[src/rtl/ipsxe_floating_point_apm_a0lo_a1y_arb_v1_0.sv]
// Two-channel round-robin front end for one shared a0_lo +/- a1*y APM.
// Requests are issued through a registered stage and tagged so each result returns with its channel.
module ipsxe_floating_point_apm_a0lo_a1y_arb_v1_0 #(
    parameter int MAN_WIDTH          = 52,
    parameter int RNE                = 2,
    parameter int LATENCY_CONFIG     = 1,
    parameter int PIPE_STAGE_NUM_MAX = 1,
    localparam int DW                = MAN_WIDTH + 1 + RNE - 9
) (
    input  logic          i_clk,
    input  logic          i_rst_n,
    input  logic          i_ch0_valid,
    output logic          o_ch0_ready,
    input  logic [DW-1:0] i_ch0_a0_lo,
    input  logic [DW-1:0] i_ch0_a1_y,
    input  logic          i_ch0_sub,
    input  logic          i_ch1_valid,
    output logic          o_ch1_ready,
    input  logic [DW-1:0] i_ch1_a0_lo,
    input  logic [DW-1:0] i_ch1_a1_y,
    input  logic          i_ch1_sub,
    output logic [DW-1:0] o_apm_a0_lo,
    output logic [DW-1:0] o_apm_a1_y,
    output logic          o_apm_sub,
    input  logic [47:0]   i_apm_p,
    output logic          o_res_valid,
    output logic          o_res_ch,
    output logic [47:0]   o_res,
    output logic          o_busy
);

    // Depth of the APM X/Y/Z input registers; the tag pipeline must match it.
    localparam int APM_LAT = (LATENCY_CONFIG >= PIPE_STAGE_NUM_MAX / 4 - 2) ? 1 : 0;

    logic               last_grant_r;
    logic               grant0_s;
    logic               grant1_s;
    logic [DW-1:0]      apm_a0_lo_r;
    logic [DW-1:0]      apm_a1_y_r;
    logic               apm_sub_r;
    logic [APM_LAT:0]   tag_v_r;
    logic [APM_LAT:0]   tag_ch_r;
    logic               res_valid_r;
    logic               res_ch_r;
    logic [47:0]        res_r;

    // Round-robin grant: on a tie the channel that did not win last time goes.
    always_comb begin
        grant0_s = 1'b0;
        grant1_s = 1'b0;
        if (!i_rst_n) begin
            grant0_s = 1'b0;
            grant1_s = 1'b0;
        end else if (i_ch0_valid && i_ch1_valid) begin
            grant0_s = last_grant_r;
            grant1_s = ~last_grant_r;
        end else begin
            grant0_s = i_ch0_valid;
            grant1_s = i_ch1_valid;
        end
    end

    // Issue stage, grant pointer and tag shift register; operands hold between grants.
    always_ff @(posedge i_clk) begin
        if (!i_rst_n) begin
            last_grant_r <= 1'b1;
            apm_a0_lo_r  <= {DW{1'b0}};
            apm_a1_y_r   <= {DW{1'b0}};
            apm_sub_r    <= 1'b0;
            tag_v_r      <= {(APM_LAT + 1){1'b0}};
            tag_ch_r     <= {(APM_LAT + 1){1'b0}};
        end else begin
            if (grant0_s) begin
                last_grant_r <= 1'b0;
                apm_a0_lo_r  <= i_ch0_a0_lo;
                apm_a1_y_r   <= i_ch0_a1_y;
                apm_sub_r    <= i_ch0_sub;
                tag_v_r[0]   <= 1'b1;
                tag_ch_r[0]  <= 1'b0;
            end else if (grant1_s) begin
                last_grant_r <= 1'b1;
                apm_a0_lo_r  <= i_ch1_a0_lo;
                apm_a1_y_r   <= i_ch1_a1_y;
                apm_sub_r    <= i_ch1_sub;
                tag_v_r[0]   <= 1'b1;
                tag_ch_r[0]  <= 1'b1;
            end else begin
                tag_v_r[0]   <= 1'b0;
            end
            for (int i = 1; i <= APM_LAT; i++) begin
                tag_v_r[i]  <= tag_v_r[i-1];
                tag_ch_r[i] <= tag_ch_r[i-1];
            end
        end
    end

    // Output stage: capture the APM product when its tag emerges.
    always_ff @(posedge i_clk) begin
        if (!i_rst_n) begin
            res_valid_r <= 1'b0;
            res_ch_r    <= 1'b0;
            res_r       <= 48'd0;
        end else begin
            res_valid_r <= tag_v_r[APM_LAT];
            if (tag_v_r[APM_LAT]) begin
                res_ch_r <= tag_ch_r[APM_LAT];
                res_r    <= i_apm_p;
            end else begin
                res_ch_r <= res_ch_r;
                res_r    <= res_r;
            end
        end
    end

    assign o_ch0_ready = grant0_s;
    assign o_ch1_ready = grant1_s;
    assign o_apm_a0_lo = apm_a0_lo_r;
    assign o_apm_a1_y  = apm_a1_y_r;
    assign o_apm_sub   = apm_sub_r;
    assign o_res_valid = res_valid_r;
    assign o_res_ch    = res_ch_r;
    assign o_res       = res_r;
    assign o_busy      = (|tag_v_r) | res_valid_r;

endmodule
[config.mk]
export PLATFORM = sky130hd
export DESIGN_NAME = ipsxe_floating_point_apm_a0lo_a1y_arb_v1_0
export DESIGN_NICKNAME = d
export VERILOG_FILES = /design/src/rtl/ipsxe_floating_point_apm_a0lo_a1y_arb_v1_0.sv
export SDC_FILE = /design/constraint.sdc
export NUM_CORES = 1
export LEC_CHECK = 0
export CAP_MARGIN = 0
export CORE_AREA = 2 2 150 152
export DETAILED_ROUTE_END_ITERATION = 10
export DIE_AREA = 0 0 152 154
export PLACE_DENSITY = 0.64
export SYNTH_ARGS = -nofsm -noshare
export SYNTH_HDL_FRONTEND = slang
export SYNTH_SLANG_ARGS = --single-unit
[constraint.sdc]
create_clock -name i_clk -period 1.7 [get_ports i_clk]
set_input_delay 0.51 -clock i_clk [delete_from_list [all_inputs] [get_ports i_clk]]
set_output_delay 0.51 -clock i_clk [all_outputs]
set_load 0.02 [all_outputs]
== Word-level counts from Yosys, hierarchy flattened ==
Index checks and enable logic that the tools add are counted.
Widths: inputs -> output; s select.
Storage, ports and cells
  latch bits: 0
  memory bits (read-only): 0
  output and inout port bits: 146
  flip-flop bits (word level): 148
  RAM bits: 0
  memories kept: 0
Cells by class
  reduce and logical (&&, ||, !) cells: 4
  $lt $le $gt $ge: 0
  shifts and indexed selects: 0
  multiplexer cells: 14
  $mul: 0
  eq/ne operators: 0
  divide/modulo/power cells: 0
  bitwise gates (word level): 3
  add/subtract/negate cells: 0
Operator list (count)
  $mux 46: 4
  $mux 1: 10
  $reduce_or 2->1: 2
  $not 1->1: 2
  $reduce_bool 2->1: 1
  $logic_and 1x1->1: 1
  $or 1x1->1: 1

== Depth between registers and ports, before layout ==
  depth in word-level cells: 5
  depth in mapped cells: 7
  mapped depth without buffers: 3

== Worst setup path before layout ==
Ideal clock, no wire load.
  kind: input to output
  start point: in i_rst_n
  end point: out o_ch1_ready
  arrival time: 1385 ps
  stages on the path: 4
  data required time: 1190 ps
  setup slack: -195 ps
  cells stage by stage: buf_2 nand2_1 a21oi_2 clkbuf_1
Between the ends
  cells in the longest elaborated chain, start to end: 1
RTL lines
  from (decl): line 11  | input logic i_rst_n,
  $mux 1: line 51  | if (!i_rst_n) begin
  to (decl): line 18  | output logic o_ch1_ready,
No other way between the ends.

== Final worst setup path ==
  start point: reg tag_v_r[0]
  end point: out o_busy
Between the ends
  cells in the longest elaborated chain, start to end: 2
RTL lines
  from (decl): line 41  | logic [APM_LAT:0] tag_v_r;
  from (signal assigned): line 70  | tag_v_r <= {(APM_LAT + 1){1'b0}};
  from (signal, indexed assignment): line 91  | tag_v_r[i] <= tag_v_r[i-1];
  $reduce_or 2->1: line 123  | assign o_busy = (|tag_v_r) | res_valid_r;
  $or 1x1->1: line 123
  to (decl): line 29  | output logic o_busy
No other way between the ends.

==> metrics <==
#FFs+latches synth 148; post-route minimum period 1750 ps; number of synthesized flops with an enable pin 0; max-cap violation count 0; post-route cell area 10700 sq um; Final ANT Viol Nets 0; Avg Cell Area, Syn 9.54 sq um; WHS 456 ps; antenna violations before repair 0; die area 23400 sq um; GR Util met2 0.301; commonest cells in the netlist dfxtp_1 (148), nand2_1 (115), nand3_1 (58); Ant. Diodes 0; Clock Latency Late Sink 410 ps; die width 152 um; failing checks setup timing; top cells by area, synth dfxtp_1 (50%), mux2i_1 (8.2%), nand2_1 (7.3%), a221o_1 (6.1%), nor2b_1 (5.3%); grt total ovfl 0; worst hold path depth 2; Static Leak 4.49 nW; global-route wire length before repair 33900 um; RSZ-0062 raised after global routing yes; Tcrit/Tclk final 1.03; core area 21700 sq um; Post-Route WL 22100 um; Syn. warnings 0; Syn Inst Count 624; Total GRT Usage 0.182; Fin. Hold Viols 0; Seq/Total Area, Yosys 0.498; root buffer cell clkbuf_16; fin cells 1292; post-route clock skew 7.83 ps; initial core utilization 0.274; cell taking the most area after synthesis dfxtp_1; Worst EP required 1190 ps; met1 Usage GRT 0.225; layout cells sized above 1 0.0810; Slew @ Worst Pin 862 ps; worst hold path type flip-flop to flip-flop; status complete, but fails checks; vias in the first global route 6022; Die Y 154 um; final setup TNS -71.7 ps; P&R area growth vs syn 79.8%; crit path launch type flip-flop; Final Wtd Congestion 0.783; Area after DPL 10300 sq um; Cell Area, Synth 5950 sq um; ys flop type dfxtp_1; fmax 572 MHz; library cells used by synthesis 19; clk slew on worst S/H paths 60 ps; Pre-Repair DR Iteration Count 5; largest net degree at the start of global routing 64; I/O pin cnt 384; ys async rst share 0; CP max FO 2; placed insts 1256; CP arrival 1240 ps; final worst setup slack -47.0 ps; length in cells of the worst reg-to-reg path 6; Max Slew Vio Count 0; post-DR wirelength/cell 17.1 um; worst vdd ir 0.570 mV; most common cell in the netlist dfxtp_1; number of input and output port buffers inserted 383; Pwr Density 877 nW/um^2; Design Power 9.39 mW; final setup violation count 2; Crit Path Class flip-flop to output port; syn nets 862; Vias 6044; area share of the largest cell type after synthesis 0.498; met3 GRT Util 0.0623; post-DP HPWL 15800 um; drt via density 4.68; clk buf depth 2; number of buffers created by CTS 17; Slew HR 0.425; Starting DRT DRC Count 310; # DRC 0; Std-Cell Rows 54; Critical Path Sink Type output port; H-tree levels 4; CTS Sinks 148; global routing's busiest layer met2; CTS tree built; Final nets 1237
==> per-stage QoR <==
stage | util | worst slack (ps)
floorplan | - | 22.2
global placement | 0.473 | -831
detailed placement | 0.473 | -821
CTS | 0.492 | -78.4
global route | 0.493 | -97.7
finish | 0.493 | -47.0
==> logic make-up after synthesis <==
logic type	synth area share
buffers and inverters	0.0479
muxes	0.0824
AOI/OAI and AO/OA	0.147
DFF	0.498
and+or+nand+nor	0.225
==> flip-flops by register name, indices dropped and copies added, names as in the netlist <==
register	cells
o_res	48
o_apm_a0_lo	46
o_apm_a1_y	46
tag_ch_r	2
tag_v_r	2
last_grant_r	1
o_apm_sub	1
o_res_ch	1
o_res_valid	1
==> layout by cell type (no fill, tap or decap), types with 2 or more instances in the layout <==
cell type and count:
nand3_1 58, inv_6 6, clkdlybuf4s50_1 234, dfxtp_1 145, dfxtp_2 2, clkinvlp_4 2, o311ai_0 32, mux2i_1 49
clkinv_4 2, clkbuf_16 17, and2_4 2, o311ai_1 25, inv_8 2, a221o_1 36, dlygate4sd2_1 140, clkinv_2 2
nand2_1 115, clkdlybuf4s15_1 3, nor2b_1 50, buf_6 5, buf_12 13, and2_1 40, buf_4 20
==> report_power, final <==
group / switching [mW] / internal (mW) / leakage (nW)
logic: 0.899 / 1.04 / 2.99
clock network: 1.64 / 1.96 / 0.272
registers: 0.117 / 3.73 / 1.22
total: 2.66 / 6.73 / 4.49
==> final cells by class <==
class                   count  area (sq um)
fillers                  2149         11000
repair buffers            417          4080
well taps                 280           350
clock inverters            14           118
multi-input cells         415          2740
clock buffers              18           439
flip-flops and latches    148          2970
==> critical path, stage by stage, from the launching register on <==
cell and delay [ps]:
dfxtp_2 320, or3_4 370, buf_6 140
==> routing by layer <==
metal,up-vias,share of wire
li1,2984,-
met2,273,0.46
met5,-,0
met1,2762,0.44
met3,25,0.078
met4,0,0.019
==> worst paths after layout <==
kind,from,to,slack (ps)
min,o_apm_a1_y[33],o_apm_a1_y[33],460
min reg2reg,o_apm_a1_y[33],o_apm_a1_y[33],460
max reg2reg,last_grant_r,o_apm_a1_y[16],160
max,tag_v_r[0],o_busy,-50
==> repair_timing <==
action                                  4_1_cts  5_1_grt
hold buffers                                  0        0
pin swaps                                     2        1
resized for setup                           167        7
setup buffers                                 3        1
cloned                                        0        0
endpoints found under the setup margin      186        6
hold endpoints to repair                      0        0
No activity file was read; power rests on OpenSTA's default activity.
